$ cat config.mk
export PLATFORM = sky130hd
export DESIGN_NAME = dac_2ch_sched_flat
export DESIGN_NICKNAME = d
export VERILOG_FILES = /design/src/rtl/dac_2ch_sched_pkg.sv /design/src/rtl/dac_2ch_sched_if.sv /design/src/rtl/dac_2ch_sched_sample_tick.sv /design/src/rtl/dac_2ch_sched.sv /design/src/flat_wrapper.sv
export SDC_FILE = /design/constraint.sdc
export NUM_CORES = 1
export LEC_CHECK = 0
export BUFFER_PORTS_ARGS = -buffer_cell sky130_fd_sc_hd__buf_2
export CORE_MARGIN = 2
export CORE_UTILIZATION = 25
export DETAILED_ROUTE_END_ITERATION = 7
export PLACE_DENSITY = 0.42
export SLEW_MARGIN = 15
export SYNTH_ARGS = -nofsm -noshare
export SYNTH_HDL_FRONTEND = slang
export SYNTH_SLANG_ARGS = --single-unit
export TNS_END_PERCENT = 10
$ cat constraint.sdc
create_clock -name clk_i -period 2.46 [get_ports clk_i]
set_clock_uncertainty 0.05 [all_clocks]
set_input_delay 0.738 -clock clk_i [delete_from_list [all_inputs] [get_ports clk_i]]
set_output_delay 0.738 -clock clk_i [all_outputs]
set_load 0.005 [all_outputs]
$ cat src/rtl/dac_2ch_sched_pkg.sv
// Shared types and constants for the two-channel DAC sample scheduler.
// Holds the FSM encoding, sample/command widths and the command-word builder.
package dac_2ch_sched_pkg;

    localparam int unsigned DW        = 12;
    localparam int unsigned DIV_W     = 16;
    localparam int unsigned WORD_W    = 16;
    localparam int unsigned CHSEL_BIT = 15;

    localparam logic GA_BIT   = 1'b1;
    localparam logic SHDN_BIT = 1'b1;

    typedef enum logic [1:0] {
        ST_IDLE = 2'd0,
        ST_SEND = 2'd1,
        ST_WAIT = 2'd2
    } state_t;

    // DAC command word: {chsel, 0, GA, SHDN, data}
    function automatic logic [WORD_W-1:0] make_word(input logic chsel, input logic [DW-1:0] data);
        logic [WORD_W-1:0] w;
        w            = {1'b0, 1'b0, GA_BIT, SHDN_BIT, data};
        w[CHSEL_BIT] = chsel;
        return w;
    endfunction

endpackage

$ cat src/rtl/dac_2ch_sched_if.sv
// Sample-source and SPI-engine handshake bundle for the DAC scheduler.
// The master modport is the scheduler; the slave modport is its environment.
interface dac_2ch_sched_if;
    import dac_2ch_sched_pkg::*;

    logic              ch0_req_i;
    logic [DW-1:0]     ch0_data_i;
    logic              ch0_ack_o;
    logic              ch1_req_i;
    logic [DW-1:0]     ch1_data_i;
    logic              ch1_ack_o;
    logic              spi_sts_o;
    logic [WORD_W-1:0] spi_word_o;
    logic              spi_end_i;

    modport master (
        input  ch0_req_i, ch0_data_i, ch1_req_i, ch1_data_i, spi_end_i,
        output ch0_ack_o, ch1_ack_o, spi_sts_o, spi_word_o
    );

    modport slave (
        output ch0_req_i, ch0_data_i, ch1_req_i, ch1_data_i, spi_end_i,
        input  ch0_ack_o, ch1_ack_o, spi_sts_o, spi_word_o
    );

endinterface

$ cat src/rtl/dac_2ch_sched_sample_tick.sv
// Programmable sample-period counter producing a one-cycle tick every max(period_i,2) cycles.
// The period is re-sampled at each wrap and continuously while disabled.
module dac_2ch_sched_sample_tick
    import dac_2ch_sched_pkg::*;
(
    input  logic             clk_i,
    input  logic             rst_i,
    input  logic             en_i,
    input  logic [DIV_W-1:0] period_i,
    output logic             tick_o
);

    logic [DIV_W-1:0] cnt_q;
    logic [DIV_W-1:0] last_q;
    logic [DIV_W-1:0] last_c;

    // Terminal count P-1, with periods below 2 clamped to 2
    assign last_c = (period_i < DIV_W'(2)) ? DIV_W'(1) : period_i - DIV_W'(1);

    always_ff @(posedge clk_i) begin
        if (!rst_i) begin
            cnt_q  <= '0;
            last_q <= last_c;
            tick_o <= 1'b0;
        end else begin
            tick_o <= 1'b0;
            if (!en_i) begin
                cnt_q  <= '0;
                last_q <= last_c;
            end else if (cnt_q >= last_q) begin
                cnt_q  <= '0;
                last_q <= last_c;
                tick_o <= 1'b1;
            end else begin
                cnt_q <= cnt_q + DIV_W'(1);
            end
        end
    end

endmodule

$ cat src/rtl/dac_2ch_sched.sv
// Two-channel DAC sample scheduler: per-channel holding registers plus a frame FSM
// that issues one SPI write per pending channel (ch0 first) on every sample tick.
module dac_2ch_sched
    import dac_2ch_sched_pkg::*;
(
    input  logic                   clk_i,
    input  logic                   rst_i,
    input  logic                   en_i,
    input  logic [DIV_W-1:0]       period_i,
    dac_2ch_sched_if.master        bus,
    output logic                   tick_o,
    output logic                   busy_o,
    output logic                   ovr_o
);

    state_t            state_q;
    logic [1:0]        mask_q;
    logic              valid0_q;
    logic              valid1_q;
    logic [DW-1:0]     data0_q;
    logic [DW-1:0]     data1_q;
    logic              sts_q;
    logic [WORD_W-1:0] word_q;
    logic              ovr_q;

    dac_2ch_sched_sample_tick u_tick (
        .clk_i    (clk_i),
        .rst_i    (rst_i),
        .en_i     (en_i),
        .period_i (period_i),
        .tick_o   (tick_o)
    );

    assign bus.ch0_ack_o  = bus.ch0_req_i & ~valid0_q;
    assign bus.ch1_ack_o  = bus.ch1_req_i & ~valid1_q;
    assign bus.spi_sts_o  = sts_q;
    assign bus.spi_word_o = word_q;
    assign busy_o         = (state_q != ST_IDLE);
    assign ovr_o          = ovr_q;

    always_ff @(posedge clk_i) begin
        if (!rst_i) begin
            state_q  <= ST_IDLE;
            mask_q   <= 2'b00;
            valid0_q <= 1'b0;
            valid1_q <= 1'b0;
            data0_q  <= '0;
            data1_q  <= '0;
            sts_q    <= 1'b0;
            word_q   <= '0;
            ovr_q    <= 1'b0;
        end else begin
            sts_q <= 1'b0;

            if (bus.ch0_ack_o) begin
                data0_q  <= bus.ch0_data_i;
                valid0_q <= 1'b1;
            end
            if (bus.ch1_ack_o) begin
                data1_q  <= bus.ch1_data_i;
                valid1_q <= 1'b1;
            end

            if (!en_i) begin
                ovr_q <= 1'b0;
            end else if (tick_o && busy_o) begin
                ovr_q <= 1'b1;
            end

            // Word and strobe are loaded on entry so SEND is exactly the strobe cycle
            unique case (state_q)
                ST_IDLE: begin
                    if (tick_o && en_i) begin
                        mask_q <= {valid1_q, valid0_q};
                        if (valid0_q || valid1_q) begin
                            state_q <= ST_SEND;
                            sts_q   <= 1'b1;
                            word_q  <= valid0_q ? make_word(1'b0, data0_q)
                                                : make_word(1'b1, data1_q);
                        end
                    end
                end
                ST_SEND: begin
                    if (mask_q[0]) begin
                        valid0_q  <= 1'b0;
                        mask_q[0] <= 1'b0;
                    end else begin
                        valid1_q  <= 1'b0;
                        mask_q[1] <= 1'b0;
                    end
                    state_q <= ST_WAIT;
                end
                ST_WAIT: begin
                    if (bus.spi_end_i) begin
                        if (mask_q != 2'b00) begin
                            state_q <= ST_SEND;
                            sts_q   <= 1'b1;
                            word_q  <= mask_q[0] ? make_word(1'b0, data0_q)
                                                 : make_word(1'b1, data1_q);
                        end else begin
                            state_q <= ST_IDLE;
                        end
                    end
                end
                default: state_q <= ST_IDLE;
            endcase
        end
    end

endmodule

$ cat src/flat_wrapper.sv
// flat-port wrapper written by rule: the top's interface ports become plain ports
module dac_2ch_sched_flat import dac_2ch_sched_pkg::*;
  (clk_i, rst_i, en_i, period_i, tick_o, busy_o, ovr_o, bus_ch0_req_i, bus_ch0_data_i, bus_ch1_req_i, bus_ch1_data_i, bus_spi_end_i, bus_ch0_ack_o, bus_ch1_ack_o, bus_spi_sts_o, bus_spi_word_o);
  dac_2ch_sched_if bus_i ();
  input  logic clk_i;
  input  logic rst_i;
  input  logic en_i;
  input  logic [DIV_W-1:0] period_i;
  output logic tick_o;
  output logic busy_o;
  output logic ovr_o;
  input wire logic [$bits(bus_i.ch0_req_i)-1:0] bus_ch0_req_i;
  input wire logic [$bits(bus_i.ch0_data_i)-1:0] bus_ch0_data_i;
  input wire logic [$bits(bus_i.ch1_req_i)-1:0] bus_ch1_req_i;
  input wire logic [$bits(bus_i.ch1_data_i)-1:0] bus_ch1_data_i;
  input wire logic [$bits(bus_i.spi_end_i)-1:0] bus_spi_end_i;
  output wire logic [$bits(bus_i.ch0_ack_o)-1:0] bus_ch0_ack_o;
  output wire logic [$bits(bus_i.ch1_ack_o)-1:0] bus_ch1_ack_o;
  output wire logic [$bits(bus_i.spi_sts_o)-1:0] bus_spi_sts_o;
  output wire logic [$bits(bus_i.spi_word_o)-1:0] bus_spi_word_o;
  assign bus_i.ch0_req_i = bus_ch0_req_i;
  assign bus_i.ch0_data_i = bus_ch0_data_i;
  assign bus_i.ch1_req_i = bus_ch1_req_i;
  assign bus_i.ch1_data_i = bus_ch1_data_i;
  assign bus_i.spi_end_i = bus_spi_end_i;
  assign bus_ch0_ack_o = bus_i.ch0_ack_o;
  assign bus_ch1_ack_o = bus_i.ch1_ack_o;
  assign bus_spi_sts_o = bus_i.spi_sts_o;
  assign bus_spi_word_o = bus_i.spi_word_o;
  dac_2ch_sched u_core (.clk_i(clk_i), .rst_i(rst_i), .en_i(en_i), .period_i(period_i), .bus(bus_i), .tick_o(tick_o), .busy_o(busy_o), .ovr_o(ovr_o));
endmodule
Word level (Yosys, flattened, before mapping). Cells that the tools add are included.

Input bits: 46. Output and inout bits: 22. Logic and storage cells: 76. Bits in registers: 81.

$add $sub $neg: 2. Reduce and logical (&&, ||, !) cells: 14. Mux-type cells: 31. Bitwise logic cells: 6. Magnitude comparators: 2. Equality and inequality tests: 8.

Operators with widths (number): $mux W16 (10); $pmux W16 S2 (1); $add A16 B1 Y16 const B (1); $ge A16 B16 Y1 (1); $lt A16 B2 Y1 const B (1); $sub A16 B1 Y16 const B (1); $mux W1 (13); $mux W2 (4); $reduce_bool A2 Y1 (4); $ne A2 B1 Y1 const B (3); $pmux W2 S3 (1); $reduce_and A3 Y1 (2); $reduce_and A5 Y1 (1); $ne A2 B2 Y1 const B (2); $not A1 Y1 (4); $pmux W2 S2 (1); $reduce_and A2 Y1 (2); $ne A3 B2 Y1 const B (1); $reduce_or A3 Y1 (1); $and A1 B1 Y1 (2); $eq A2 B1 Y1 const B (1); $eq A2 B2 Y1 const B (1); $logic_and A1 B1 Y1 (2); $logic_not A2 Y1 (1); 2 further kinds (2).

Longest topological paths before layout.
Word-level depth: 5. Gate-level depth with buffers: 9. Depth with buffers taken out: 7.

Cells and area by module. A second synthesis with hierarchy kept.

Cell total of the unflattened synthesis: 429. Area, all modules: 3875.0 um^2.

By module, submodules not included: dac_2ch_sched_sample_tick (area each 2025.7 um^2, sequential area each 820.8 um^2, cells each 207, instances 1); dac_2ch_sched (area each 1849.3 um^2, sequential area each 920.9 um^2, cells each 222, instances 1).

Worst setup path after synthesis. No wires, ideal clock.

Path kind: input -> register. Start: in period_i[8]. End: reg u_core.u_tick.last_q[14] (data pin). Data required time: 2.150 ns. Data arrival time: 2.154 ns. Setup time: 0.260 ns. Buffers on the path: 0. Stages: 4. Setup slack: -0.004 ns. Cell sequence: or3_1 > or4_4 > nor3_1 > mux2_2.

Word-level cells in the longest chain between the ends: 5. Elaborated cells on any way between the ends: 6. Those cells by class: 1 x add/sub; 1 x order compare; 4 x mux.

RTL lines: start: declaration (line flat_wrapper.sv:8) `input logic [DIV_W-1:0] period_i;`; $sub A16 B1 Y16 or $lt A16 B2 Y1 (tied branches) (line dac_2ch_sched_sample_tick.sv:18) `assign last_c = (period_i < DIV_W'(2)) ? DIV_W'(1) : period_i - DIV_W'(1);`; $mux W16 (*) (line dac_2ch_sched_sample_tick.sv:18); $mux W16 (line dac_2ch_sched_sample_tick.sv:30) `end else if (cnt_q >= last_q) begin`; $mux W16 (line dac_2ch_sched_sample_tick.sv:27) `if (!en_i) begin`; $mux W16 (*) (line dac_2ch_sched_sample_tick.sv:21) `if (!rst_i) begin`; end signal: assignment (line dac_2ch_sched_sample_tick.sv:23) `last_q <= last_c;`; end signal: assignment (line dac_2ch_sched_sample_tick.sv:29) `last_q <= last_c;`; end signal: assignment (line dac_2ch_sched_sample_tick.sv:32) `last_q <= last_c;`; end: declaration (line dac_2ch_sched_sample_tick.sv:14) `logic [DIV_W-1:0] last_q;`.

Mark *: on every way between the ends. The rest lies on a longest branch, timed or not. The select of a mux whose other input is x is not followed. A chain may end at the register's enable or synchronous reset.

Final worst setup path.
Start: reg u_core.u_tick.last_q[0]. End: reg u_core.u_tick.last_q[7], enable pin.

Word-level cells in the longest chain between the ends: 2.

RTL lines (line): $ge A16 B16 Y1 (dac_2ch_sched_sample_tick.sv:30); $ne A3 B2 Y1 (no line).

No other way between the ends.

==> metrics.txt <==
vias in the first global route 2886; status finished clean; Fillers 1588; most common cell after layout, fill and taps aside nand2_1; Post-Synthesis Cells 408; port bufs 66; synth unique cells 50; Switch Pwr 0.689 mW; Final Setup Violations 0; CTS tree built; IO Pins 68; DR vias/cell ~4.4; die footprint 0.0165 sq mm; worst-path maximum fanout 21; Post-synth ARST share 0%; count of pins over their slew limit 0; Worst Setup SP u_core.u_tick.last_q[0]$_SDFFCE_PN1P_; initial antenna violation count 0; fmax roughly 430 MHz; Layout Nets 554; DRT antenna net count 0; DIE WIDTH 128 um; internal power 2.26 mW; worst skew pair latency approximately 0.34 ns; Largest stage delay, worst path 0.56 ns; crit end category register; hold_sp u_core.ovr_o$_SDFFE_PN0P_; first-pass GRT wire length ~14000 um; CTS Hold Bufs 0; share of the yosys chip area belonging to registers approximately 45%; post-synthesis cell area ~0.0039 sq mm; GR Util All Layers a little under an eighth; clock power share approximately 44%; Yosys reg bits 79; DRT Pass-1 Iters 4; final WL 8850 um; ant diodes 0; Rows 45; WHS 0.409 ns; Peak VDD IR approximately 0.33 mV; Clock Path Buffers 2; via count 2988; DRC errors left 0; delay-heaviest family, CP simple AND/OR/NAND/NOR gates; CP Launch Type register; Max-cap violations 0; Placer Congestion approximately 0.83; ys flop type dfxtp_1; worst min path class register to register; Seq pwr share between 40% and 50%; share of layout cells above drive strength 1 between 20% and 30%; syn_nets roughly 470; Reg clk slew, reported paths ~0.060 ns; final std cells w/o fill 682; Worst Path Arrival around 2.4 ns; number of synthesized flops with an enable pin 16; Power Density between 600 and 700 mW/mm^2; final hold viol count 0; Pleak between 2 and 2.5 nW; clk sinks between 70 and 80; Critical Path RT between 2 and 3 ns; Buf+Inv Stages, Crit Path 1; root buf cell clkbuf_16; Sw Ratio 23.4%; RSZ-0062 raised after global routing no; WL/cell 13.0 um; syn_area_per_cell 9.47 sq um; Logic pwr share under 10%; core area 0.0151 sq mm; largest net degree at the start of global routing 46; Inst Count DP 667; post-DP HPWL ~6800 um; H-Tree Depth 3; Starting Density approximately 26%; Die Height about 130 um; Detailed Route Iter0 Violations roughly 110; Period minus WS final about 2.3 ns; worst-path cell chain ha_1 -> nand2b_4 -> a2111oi_4 -> nor3_1 -> or4_4 -> buf_12; remaining global-route overflow 0; CP max-delay cell or4_4; most frequent cells in the layout nand2_1 (72), buf_2 (66), dfxtp_1 (63); startpoint of the worst-slack reg-to-reg timing path u_core.u_tick.last_q[0]$_SDFFCE_PN1P_; Syn-to-layout area delta 24.6%; Crit Path Category register to register; Num CTS Buffers 9; yosys warns 0; period utilization between 90% and 100%
==> synthesized netlist by cell type (all sizes together), types with 3 or more instances <==
cell type / count / area share [%]
a21boi: 24 / 4.7
clkbuf: 11 / 1.1
xor2: 8 / 1.8
nand3: 4 / 0.52
or4: 4 / 0.87
o211a: 13 / 3.4
nor2b: 4 / 0.65
ha: 18 / 5.8
o21a: 3 / 0.58
nor2: 42 / 5.6
mux2i: 15 / 3.9
a21oi: 10 / 1.4
inv: 25 / 2.4
edfxtp: 16 / 12
nand2: 72 / 7.0
buf: 6 / 1.5
nand2b: 8 / 1.5
nand4: 5 / 0.81
dfxtp: 63 / 33
xnor2: 15 / 3.4
o21ai: 6 / 0.78
nor3: 6 / 0.78
or2: 3 / 0.49
or3: 5 / 0.94
and2: 4 / 0.65
==> state kept, by name (all words and copies together) (netlist names) <==
| register | count |
|---|---|
| u_core.bus.spi_word_o | 14 |
| u_core.state_q | 2 |
| u_core.ovr_o | 1 |
| u_core.valid0_q | 1 |
| u_core.mask_q | 2 |
| u_core.data1_q | 12 |
| u_core.valid1_q | 1 |
| u_core.u_tick.cnt_q | 16 |
| u_core.bus.spi_sts_o | 1 |
| u_core.u_tick.tick_o | 1 |
| u_core.u_tick.last_q | 16 |
| u_core.data0_q | 12 |
==> per-layer routing <==
| metal | GRT usage [%] | vias to the layer above | part of all wire [%] |
|---|---|---|---|
| met5 | 0 | - | 0 |
| met4 | 5.56 | 0 | 1.8 |
| met3 | 2.66 | 9 | 3.7 |
| met2 | 16.7 | 54 | 44 |
| met1 | 15.7 | 1384 | 51 |
| li1 | - | 1541 | - |
==> logic make-up after synthesis <==
family	Yosys count	synth area share, %
AOI/OAI and AO/OA	67	13.6
xor gates and xnor gates	23	5.21
adders and majority gates	18	5.83
buffers and inverters	42	5.02
DFF	79	45.1
muxes	16	4.18
other	1	0.0970
and+or+nand+nor	162	21.0
==> repair_timing <==
action,CTS,global route
endpoints found under the hold margin,0,0
endpoints found under the setup margin,0,27
buffers inserted,0,0
resized for setup,0,2
==> area by class of cell <==
| type | instances | area (sq um) | share of cell area (%) |
|---|---|---|---|
| tap | 188 | 235 | 4.88 |
| clock buffer | 11 | 264 | 5.48 |
| sequential | 79 | 1740 | 36.2 |
| clock inverter | 4 | 27.5 | 0.572 |
| timing repair buffer | 88 | 512 | 10.6 |
| inverter | 25 | 93.8 | 1.95 |
| multi-input combinational | 287 | 1940 | 40.3 |
==> worst register-to-register path, stage by stage (launching register included) <==
cell and delay (ns):
edfxtp_1 0.37, ha_1 0.28, nand2b_4 0.15, a2111oi_4 0.36
nor3_1 0.13, or4_4 0.56, buf_12 0.18
==> final timing paths <==
path | end | slack [ns] | depth (start not counted)
setup / recovery | u_core.u_tick.last_q[7]$_SDFFCE_PN0P_ | 0.14 | 6
hold / removal | u_core.ovr_o$_SDFFE_PN0P_ | 0.41 | 2
setup reg to reg | u_core.u_tick.last_q[7]$_SDFFCE_PN0P_ | 0.14 | 6
hold reg to reg | u_core.ovr_o$_SDFFE_PN0P_ | 0.41 | 2
==> metrics by stage <==
step | util [%] | instance area, sq um | TNS (ns) | setup WS (ns) | total power [mW]
3_5_place_dp | 29.8 | 4520 | -0.309 | -0.131 | 1.68
6_report | 31.8 | 4820 | 0 | 0.142 | 2.95
4_1_cts | 31.7 | 4810 | 0 | 0.0658 | 3.00
2_1_floorplan | - | 3870 | 0 | 0.0324 | 1.56
5_1_grt | 31.8 | 4820 | 0 | 0.0307 | 3.09
3_3_place_gp | 29.8 | 4520 | -0.149 | -0.115 | 1.68
==> power by group through the flow <==
stage	sequential [mW]	combinational, mW	clock (mW)
2_1_floorplan	1.41	0.151	0
3_3_place_gp	1.42	0.259	0
3_5_place_dp	1.42	0.262	0
4_1_cts	1.39	0.263	1.35
5_1_grt	1.40	0.291	1.40
6_report	1.39	0.258	1.30
No activity file was read; power rests on OpenSTA's default activity.
